$ cat src/rtl/cache_pkg.sv
// Shared types and constants for the cache set read/refill controller.
package cache_pkg;

  localparam int TAG_W = 24;
  localparam int WAYS  = 8;
  localparam int WAY_W = 3;

  // Controller states: accept, compare, wait for refill, write back, respond.
  typedef enum logic [2:0] {
    IDLE   = 3'd0,
    LOOKUP = 3'd1,
    FILL   = 3'd2,
    WRITE  = 3'd3,
    RESP   = 3'd4
  } state_t;

  // Decode a way index into a one-hot way select.
  function automatic logic [WAYS-1:0] one_hot(input logic [WAY_W-1:0] way);
    logic [WAYS-1:0] sel;
    sel      = '0;
    sel[way] = 1'b1;
    return sel;
  endfunction

endpackage : cache_pkg

$ cat src/rtl/cache_tag_match.sv
// Combinational tag compare for one 8-way set: valid-gated comparators,
// lowest-index hit encoder and lowest-index invalid-way finder.
module cache_tag_match
  import cache_pkg::*;
(
  input  logic [TAG_W-1:0] tags [WAYS],
  input  logic [WAYS-1:0]  viv,
  input  logic [TAG_W-1:0] tag,
  output logic             hit,
  output logic [WAY_W-1:0] way,
  output logic             any_invalid,
  output logic [WAY_W-1:0] inv_way
);

  logic [WAYS-1:0] match;

  // A way matches only if it holds a valid line with the same tag.
  always_comb begin
    for (int i = 0; i < WAYS; i++) begin
      match[i] = viv[i] && (tags[i] == tag);
    end
  end

  // Scan from the top so the lowest matching index is the one left standing.
  always_comb begin
    // NOTE: every output gets a default first so no path leaves it unassigned (no latch).
    hit = |match;
    way = '0;
    for (int i = WAYS - 1; i >= 0; i--) begin
      if (match[i]) way = WAY_W'(i);
    end
  end

  // Lowest-index empty way is the preferred victim on a miss.
  always_comb begin
    any_invalid = ~&viv;
    inv_way     = '0;
    for (int i = WAYS - 1; i >= 0; i--) begin
      if (!viv[i]) inv_way = WAY_W'(i);
    end
  end

endmodule : cache_tag_match

$ cat src/rtl/cache_lookup.sv
// Read-side controller and refill master for one 8-way cache set.
// All outputs are registered and decoded from the next state, so they
// line up with the current state and are all zero while in reset.
module cache_lookup
  import cache_pkg::*;
(
  input  logic             clk,
  input  logic             reset,
  input  logic             req_valid,
  output logic             req_ready,
  input  logic [TAG_W-1:0] req_tag,
  input  logic [TAG_W-1:0] tag0,
  input  logic [TAG_W-1:0] tag1,
  input  logic [TAG_W-1:0] tag2,
  input  logic [TAG_W-1:0] tag3,
  input  logic [TAG_W-1:0] tag4,
  input  logic [TAG_W-1:0] tag5,
  input  logic [TAG_W-1:0] tag6,
  input  logic [TAG_W-1:0] tag7,
  input  logic [WAYS-1:0]  out_viv,
  output logic             resp_valid,
  output logic             resp_hit,
  output logic [WAY_W-1:0] resp_way,
  output logic             fill_req,
  output logic [TAG_W-1:0] fill_tag,
  output logic [WAY_W-1:0] fill_way,
  input  logic             fill_done,
  output logic             regWrite,
  output logic [WAYS-1:0]  decOut1b_viv,
  output logic [WAYS-1:0]  inp_viv,
  output logic [TAG_W-1:0] wr_tag
);

  state_t state, state_next;

  // Request context held across the transaction.
  logic [TAG_W-1:0] cur_tag, cur_tag_next;
  logic [WAY_W-1:0] victim, victim_next;
  logic             from_rr, from_rr_next;
  logic             hit_r, hit_next;
  logic [WAY_W-1:0] way_r, way_next;
  logic [WAY_W-1:0] rr_ptr, rr_next;

  // Next values for the registered outputs.
  logic             req_ready_n;
  logic             resp_valid_n;
  logic             resp_hit_n;
  logic [WAY_W-1:0] resp_way_n;
  logic             fill_req_n;
  logic [TAG_W-1:0] fill_tag_n;
  logic [WAY_W-1:0] fill_way_n;
  logic             reg_write_n;
  logic [WAYS-1:0]  dec_n;
  logic [TAG_W-1:0] wr_tag_n;

  // Tag compare results.
  logic [TAG_W-1:0] tags [WAYS];
  logic             match_hit;
  logic [WAY_W-1:0] match_way;
  logic             any_invalid;
  logic [WAY_W-1:0] inv_way;

  assign tags = '{tag0, tag1, tag2, tag3, tag4, tag5, tag6, tag7};

  cache_tag_match u_match (
    .tags        (tags),
    .viv         (out_viv),
    .tag         (cur_tag),
    .hit         (match_hit),
    .way         (match_way),
    .any_invalid (any_invalid),
    .inv_way     (inv_way)
  );

  // Next-state, context update and output decode for the controller.
  always_comb begin
    state_next   = state;
    cur_tag_next = cur_tag;
    victim_next  = victim;
    from_rr_next = from_rr;
    hit_next     = hit_r;
    way_next     = way_r;
    rr_next      = rr_ptr;

    unique case (state)
      IDLE: begin
        if (req_valid) begin
          cur_tag_next = req_tag;
          state_next   = LOOKUP;
        end
      end
      LOOKUP: begin
        if (match_hit) begin
          hit_next   = 1'b1;
          way_next   = match_way;
          state_next = RESP;
        end else begin
          // Fill an empty way if there is one; otherwise evict round-robin.
          victim_next  = any_invalid ? inv_way : rr_ptr;
          from_rr_next = !any_invalid;
          state_next   = FILL;
        end
      end
      FILL: begin
        if (fill_done) state_next = WRITE;
      end
      WRITE: begin
        // Only a round-robin eviction advances the pointer; 7 wraps to 0.
        if (from_rr) rr_next = rr_ptr + WAY_W'(1);
        hit_next   = 1'b0;
        way_next   = victim;
        state_next = RESP;
      end
      RESP: begin
        state_next = IDLE;
      end
      default: begin
        state_next = IDLE;
      end
    endcase

    // Outputs are decoded from the state being entered so they register
    // alongside it; fields outside their own state are forced to zero.
    req_ready_n  = (state_next == IDLE);
    fill_req_n   = (state_next == FILL);
    fill_tag_n   = fill_req_n ? cur_tag_next : '0;
    fill_way_n   = fill_req_n ? victim_next : '0;
    reg_write_n  = (state_next == WRITE);
    dec_n        = reg_write_n ? one_hot(victim_next) : '0;
    wr_tag_n     = reg_write_n ? cur_tag_next : '0;
    resp_valid_n = (state_next == RESP);
    resp_hit_n   = resp_valid_n ? hit_next : 1'b0;
    resp_way_n   = resp_valid_n ? way_next : '0;
  end

  // State register with synchronous active-low reset.
  always_ff @(posedge clk) begin
    // NOTE: sequential state uses non-blocking assignments so every register samples pre-edge values.
    if (!reset) state <= IDLE;
    else        state <= state_next;
  end

  // Transaction context and round-robin pointer.
  always_ff @(posedge clk) begin
    if (!reset) begin
      cur_tag <= '0;
      victim  <= '0;
      from_rr <= 1'b0;
      hit_r   <= 1'b0;
      way_r   <= '0;
      rr_ptr  <= '0;
    end else begin
      cur_tag <= cur_tag_next;
      victim  <= victim_next;
      from_rr <= from_rr_next;
      hit_r   <= hit_next;
      way_r   <= way_next;
      rr_ptr  <= rr_next;
    end
  end

  // Registered outputs; reset clears all of them, aborting any fill or write.
  always_ff @(posedge clk) begin
    if (!reset) begin
      req_ready    <= 1'b0;
      resp_valid   <= 1'b0;
      resp_hit     <= 1'b0;
      resp_way     <= '0;
      fill_req     <= 1'b0;
      fill_tag     <= '0;
      fill_way     <= '0;
      regWrite     <= 1'b0;
      decOut1b_viv <= '0;
      inp_viv      <= '0;
      wr_tag       <= '0;
    end else begin
      req_ready    <= req_ready_n;
      resp_valid   <= resp_valid_n;
      resp_hit     <= resp_hit_n;
      resp_way     <= resp_way_n;
      fill_req     <= fill_req_n;
      fill_tag     <= fill_tag_n;
      fill_way     <= fill_way_n;
      regWrite     <= reg_write_n;
      decOut1b_viv <= dec_n;
      // The written valid bits mirror the way select: the victim becomes valid.
      inp_viv      <= dec_n;
      wr_tag       <= wr_tag_n;
    end
  end

endmodule : cache_lookup

$ cat config.mk
export PLATFORM = sky130hd
export DESIGN_NAME = cache_lookup
export DESIGN_NICKNAME = d
export VERILOG_FILES = /design/src/rtl/cache_pkg.sv /design/src/rtl/cache_tag_match.sv /design/src/rtl/cache_lookup.sv
export SDC_FILE = /design/constraint.sdc
export NUM_CORES = 1
export LEC_CHECK = 0
export CAP_MARGIN = 40
export CORE_ASPECT_RATIO = 0.8
export CORE_UTILIZATION = 35
export CTS_CLUSTER_DIAMETER = 200
export DETAILED_ROUTE_END_ITERATION = 10
export PLACE_DENSITY_LB_ADDON = 0.08
export SKIP_CTS_REPAIR_TIMING = 1
export SLEW_MARGIN = 30
export SYNTH_ARGS = -nofsm -noshare
export SYNTH_HDL_FRONTEND = slang
export SYNTH_SLANG_ARGS = --single-unit
$ cat constraint.sdc
create_clock -name clk -period 3.5 [get_ports clk]
set_input_delay 0.35 -clock clk [delete_from_list [all_inputs] [get_ports clk]]
set_output_delay 0.35 -clock clk [all_outputs]
set_load 0.01 [all_outputs]
; ---- Yosys cells after proc, flatten, opt, wreduce, memory -nomap -nowiden
; Index checks and enable logic that the tools add are counted.
[classes]
addsub = 1
n_mul = 0
n_div = 0
magnitude_cmp = 2
n_eq_ne = 14
shift = 0
n_mux = 31
bitwise = 1
n_reduce_logical = 18
[op_table]
columns = op, count
row1 = $eq 24x24->1, 8
row2 = $mux 3, 23
row3 = $mux 24, 2
row4 = $eq 3x2->1 const B, 4
row5 = $pmux 3 s4, 1
row6 = $reduce_and 2->1, 5
row7 = $logic_and 1x1->1, 9
row8 = $reduce_and 8->1, 1
row9 = $reduce_or 8->1, 1
row10 = $logic_not 3->1, 2
row11 = $pmux 3 s2, 1
row12 = $lt 3x4->1 const B, 1
row13 = $add 3x1->3 const B, 1
row14 = $demux 1 s3, 1
row15 = $eq 3x1->1 const B, 1
row16 = $eq 3x3->1 const B, 1
row17 = $ge 3x1->1 const B, 1
row18 = $mux 1, 2
row19 = $pmux 1 s2, 1
row20 = $not 1->1, 1
[word_totals]
register_bits = 105
latch_bits = 0
ramBits = 0
romBits = 0
in_bits = 228
wordCells = 84
memories = 0

; ---- Depth between registers and ports, before layout
[logic_depth]
depth_word = 15
depth_mapped = 10
depth_no_buf = 8

; ---- By module
; A second synthesis with hierarchy kept.
[hier_totals]
cells_unflattened = 605
area_unflattened_um2 = 5649.2
[by_module_without_submodules]
columns = mod, n_inst, cells_each, area_per_inst_um2, seq_area_each_um2
row1 = cache_lookup, 1, 287, 3134.3, 2021.9
row2 = cache_tag_match, 1, 318, 2514.9, 0.0

; ---- Worst setup path after synthesis
; No wires, ideal clock.
[synth_path]
path_kind = register to register
from = reg cur_tag[14]
to = reg fill_tag[10]
setup_time_ns = 0.122
arrival_time_ns = 2.493
required_time_ns = 3.378
slack_ns = 0.884
stages_incl_launch_ff = 11
n_path_buf = 2
path_cell_list = dfxtp_1 > buf_6 > xor2_1 > or4_1 > or4b_1 > or2_4 > nand4_4 > nor3_4 > a31oi_4 > buf_6 > nor2_1
[synth_via]
elab_chain_cells = 7
elab_cells_between_ends = 21
classes_between = eq/ne (9) / mux (2) / reduce/logical (10)
[synth_lines]
columns = item, line_no
row1 = start: declaration, cache_lookup.sv:37  ; logic [TAG_W-1:0] cur_tag, cur_tag_next;
row2 = start signal: assignment, cache_lookup.sv:153  ; cur_tag <= cur_tag_next;
row3 = $eq 24x24->1, cache_tag_match.sv:20  ; match[i] = viv[i] && (tags[i] == tag);
row4 = $logic_and 1x1->1, cache_tag_match.sv:20
row5 = $reduce_or 8->1 (*), cache_tag_match.sv:27  ; hit = |match;
row6 = $mux 3 (*), cache_lookup.sv:93  ; if (match_hit) begin
row7 = $pmux 3 s4 (*), cache_lookup.sv:85  ; unique case (state)
row8 = $eq 3x2->1 (*), cache_lookup.sv:125  ; fill_req_n = (state_next == FILL);
row9 = $reduce_and 2->1 (no line) (*), n/a
row10 = end signal: assignment, cache_lookup.sv:182  ; fill_tag <= fill_tag_n;
row11 = end: declaration, cache_lookup.sv:25  ; output logic [TAG_W-1:0] fill_tag,
; Every way passes the cells marked *; elsewhere a longest branch is shown, timed or not.
; A chain may end at the register's enable or synchronous reset.

; ---- Final worst setup path
[layout_path]
from = reg cur_tag[21]
to = reg resp_way[0]
[layout_via]
elab_chain_cells = 12
elab_cells_between_ends = 31
classes_between = eq/ne (9) / mux (12) / reduce/logical (10)
[layout_lines]
columns = item, line_no
row1 = $eq 24x24->1, cache_tag_match.sv:20
row2 = $logic_and 1x1->1, cache_tag_match.sv:20
row3 = $mux 3 (8 in series), cache_tag_match.sv:30  ; if (match[i]) way = WAY_W'(i);
row4 = $mux 3, cache_lookup.sv:93
row5 = $pmux 3 s2, cache_lookup.sv:85
row6 = end signal: assignment, cache_lookup.sv:180  ; resp_way <= resp_way_n;
row7 = end: declaration, cache_lookup.sv:23  ; output logic [WAY_W-1:0] resp_way,
; Parallel ways exist; a longest one is shown, timed or not.

==> metrics.cfg <==
[status]
outcome = finished, final reports clean

[logic_synthesis]
yosys.area.top_type = dfxtp_1
synthSimpleGateAreaFrac_pct = 26.3
synth_top_family_by_area = XOR/XNOR gates
synth_edf_count = 0
yosys-top-cells-area = dfxtp_1 (33%), xor2_1 (14%), xnor2_1 (13%)
muxShareOfSynthArea_pct = 5.61
synth_compound_area_share_pct = 2.55
synthCells = 715
ys_warn_count = 0
synth_top_area_share_pct = 33.3
syn_area_sq_um = 6240
synthesis.nets = 944
synth_fa_ha_area_share_pct = 0.200
synth-async-reset-ratio_pct = 0
synth_flop_cell = dfxtp_1
yosysUniqueCellTypes = 51
synth.avg_cell_area_sq_um = 8.73
synth-xor-area-share_pct = 27.4
ys_seq_area_share_pct = 33.3
ys_ff_latch = 104

[finish]
nFillCells = 1590
ff_latch_area_sq_um = 2080
multi_input_area_sq_um = 3880
drive_gt1_share_pct = 7.02
fin_area_sq_um = 9910
area_delta_synth_final_pct = 58.8
nNetsFinal = 1249

[worst_setup_path]
rr_endpoint = resp_way[0]
cp.required_ns = 3.71
worst_setup_path_start_kind = flop
rr_worst_depth = 8
cp.arrival_ns = 3.39
path_class = flop to flop
cp_max_fo = 5
r2r_setup_slack_ns = 0.33
crit_path_end_kind = flop
timing.rr.start = cur_tag[21]

[clock_tree]
clkLatencyLatePin_ns = 0.35
cts_root_buffer = clkbuf_16
cts_buffer_depth = 2
cts_buffers = 9
cts_sinks = 104
cts_tree = yes
cts_htree_levels = 3
clk_pin_slew_worst_paths_ns = 0.08

[min_path]
hold_path_class = flop to flop
min_from = way_r[0]
hold_path_end = way_r[0]
min_path_cells = 2

[drt]
dr.pass1.iters = 4
viasPerCell = 5.05
drc = 0
drt_wl_total_mm = 27.1
routedWlPerCell_um = 21.7
dr_total_vias = 6313
drtIter0Drc = 424
ant_nets = 0

[timing]
timing.setup.tns_ns = 0
fmax_ghz = 0.315
fin_crit_sh_pct = 90.7
rsz0062_at_grt = false
timing.slew.headroom_pct = 47.2
fin_crit_ns = 3.17
finalHoldViolCount = 0
finalSetupViolCount = 0
tightest_slew_ns = 0.790
report.final.slew_viol_count = 0
final.setup_skew_ns = 0.0109

[place]
io_buffers = 302
placedInstanceArea_sq_um = 9590
place.gp.congestion = 0.956
dp_hpwl_mm = 22.6

[global_routing]
grt_usage_pct = 29.6
overflow = 0
grt_pass1_wl_mm = 38.7
grt_max_degree = 30
grt_use_met2_pct = 47.2
busiest_layer = met2
grt_util_met1_pct = 38.3
grt_pass1_vias = 6338
antenna_found_initial = 2
use_met3_pct = 9.66

[floorplanning]
rows = 43
die_x_um = 151
io_pins = 303
start_util_pct = 35.9
core_area_sq_um = 17400
die_area_sq_um = 18400
die_h_um = 121

[pwr]
leakage_uw = 0.00381
ir_drop_v = 0.000235
power_density_nw_per_um2 = 338

[flow_run]
cap_violations = 0

## synth_stat cells (all sizes together), types with 2 or more instances
cell type,count
a31oi,2
dfxtp,104
mux2,2
nand2b,4
or2,4
and3,6
nor2,109
xor2,103
and2,5
and3b,2
nand2,34
nor3,25
mux2i,32
clkbuf,9
nor3b,3
inv,8
o21ai,2
and4,2
xnor2,92
or4,6
buf,37
or3b,4
or4b,2
nor4b,3
nor4,37
a21oi,2
a211oi,4
nor2b,4
nand4,49
o211ai,3
nand3,4
## flip-flops by register name, summed over array words and instances (netlist names), 3 cells and up
register,count
state,3
wr_tag,24
fill_tag,24
resp_way,3
cur_tag,24
way_r,3
rr_ptr,3
fill_way,3
victim,3
inp_viv,8
## layer usage
metal,wire length (um),part of all wire [%]
met1,11600,43
met5,0,0
met2,12300,45
met4,556,2.1
met3,2630,9.7
## report_power, final
part / switching [uW] / internal (uW)
combinational: 439 / 511
sequential: 85.1 / 1220
clock: 515 / 577
total: 1040 / 2310
## metrics by stage
step                instances  setup WS (ns)  utilization (%)  total power, uW  hold slack [ns]
floorplan                 715          0.884                -             1760            0.450
CTS                      1250          0.368             57.0             3360            0.498
finish                   1251          0.326             57.0             3350            0.501
detailed placement       1234          0.259             55.2             2270            0.476
global route             1251          0.180             57.0             3470            0.539
global placement         1234          0.335             55.2             2270            0.485
## critical path: stages (launching register included)
cell	delay (ns)
dfxtp_1	0.65
xor2_1	0.17
or4b_2	0.69
nor4b_1	0.35
nand4_1	0.31
nand4bb_4	0.25
o31ai_1	0.16
a211oi_1	0.36
nor3_1	0.08
## worst max path at each step
stage	slack [ns]	to	cells past startpoint	start
final	0.33	resp_way[0]	8	cur_tag[21]
after global routing	0.18	resp_way[0]	8	cur_tag[21]
after CTS	0.37	resp_way[0]	9	cur_tag[8]
after detailed placement	0.26	resp_way[0]	9	tag0[21]
after global placement	0.34	resp_way[0]	10	tag2[19]
after floorplan	0.88	fill_tag[10]	10	cur_tag[14]
## layout by cell type (no fill, tap or decap), drive strengths merged, types with 2 or more instances in the layout
master / count
clkdlybuf4s50: 302
nor2: 109
dfxtp: 104
xor2: 103
xnor2: 92
nand4: 49
buf: 38
nor4: 37
nand2: 34
mux2i: 32
nor3: 25
inv: 12
clkbuf: 9
and3: 6
or4: 6
and2: 5
nand2b: 4
nand3: 4
nor2b: 4
or3b: 4
a211oi: 4
or2: 4
nor3b: 3
o211ai: 3
nor4b: 3
a21oi: 2
and3b: 2
and4: 2
o21ai: 2
mux2: 2
or4b: 2
a31oi: 2
## cells by family after synthesis
family                     Yosys count
adders and majority gates            1
xor gates and xnor gates           195
DFF                                104
and+or+nand+nor                    307
AOI/OAI and AO/OA                   20
muxes                               34
buffers and inverters               54
## area by class of cell
type / count / share of cell area (%)
flip-flops and latches: 104 / 21.0
inverters: 8 / 0.303
clock buffers: 9 / 2.27
diodes: 1 / 0.0252
clock inverters: 7 / 0.947
multi-input cells: 557 / 39.1
repair buffers: 340 / 33.5
well taps: 225 / 2.84
(Power assumes the default switching activity.)
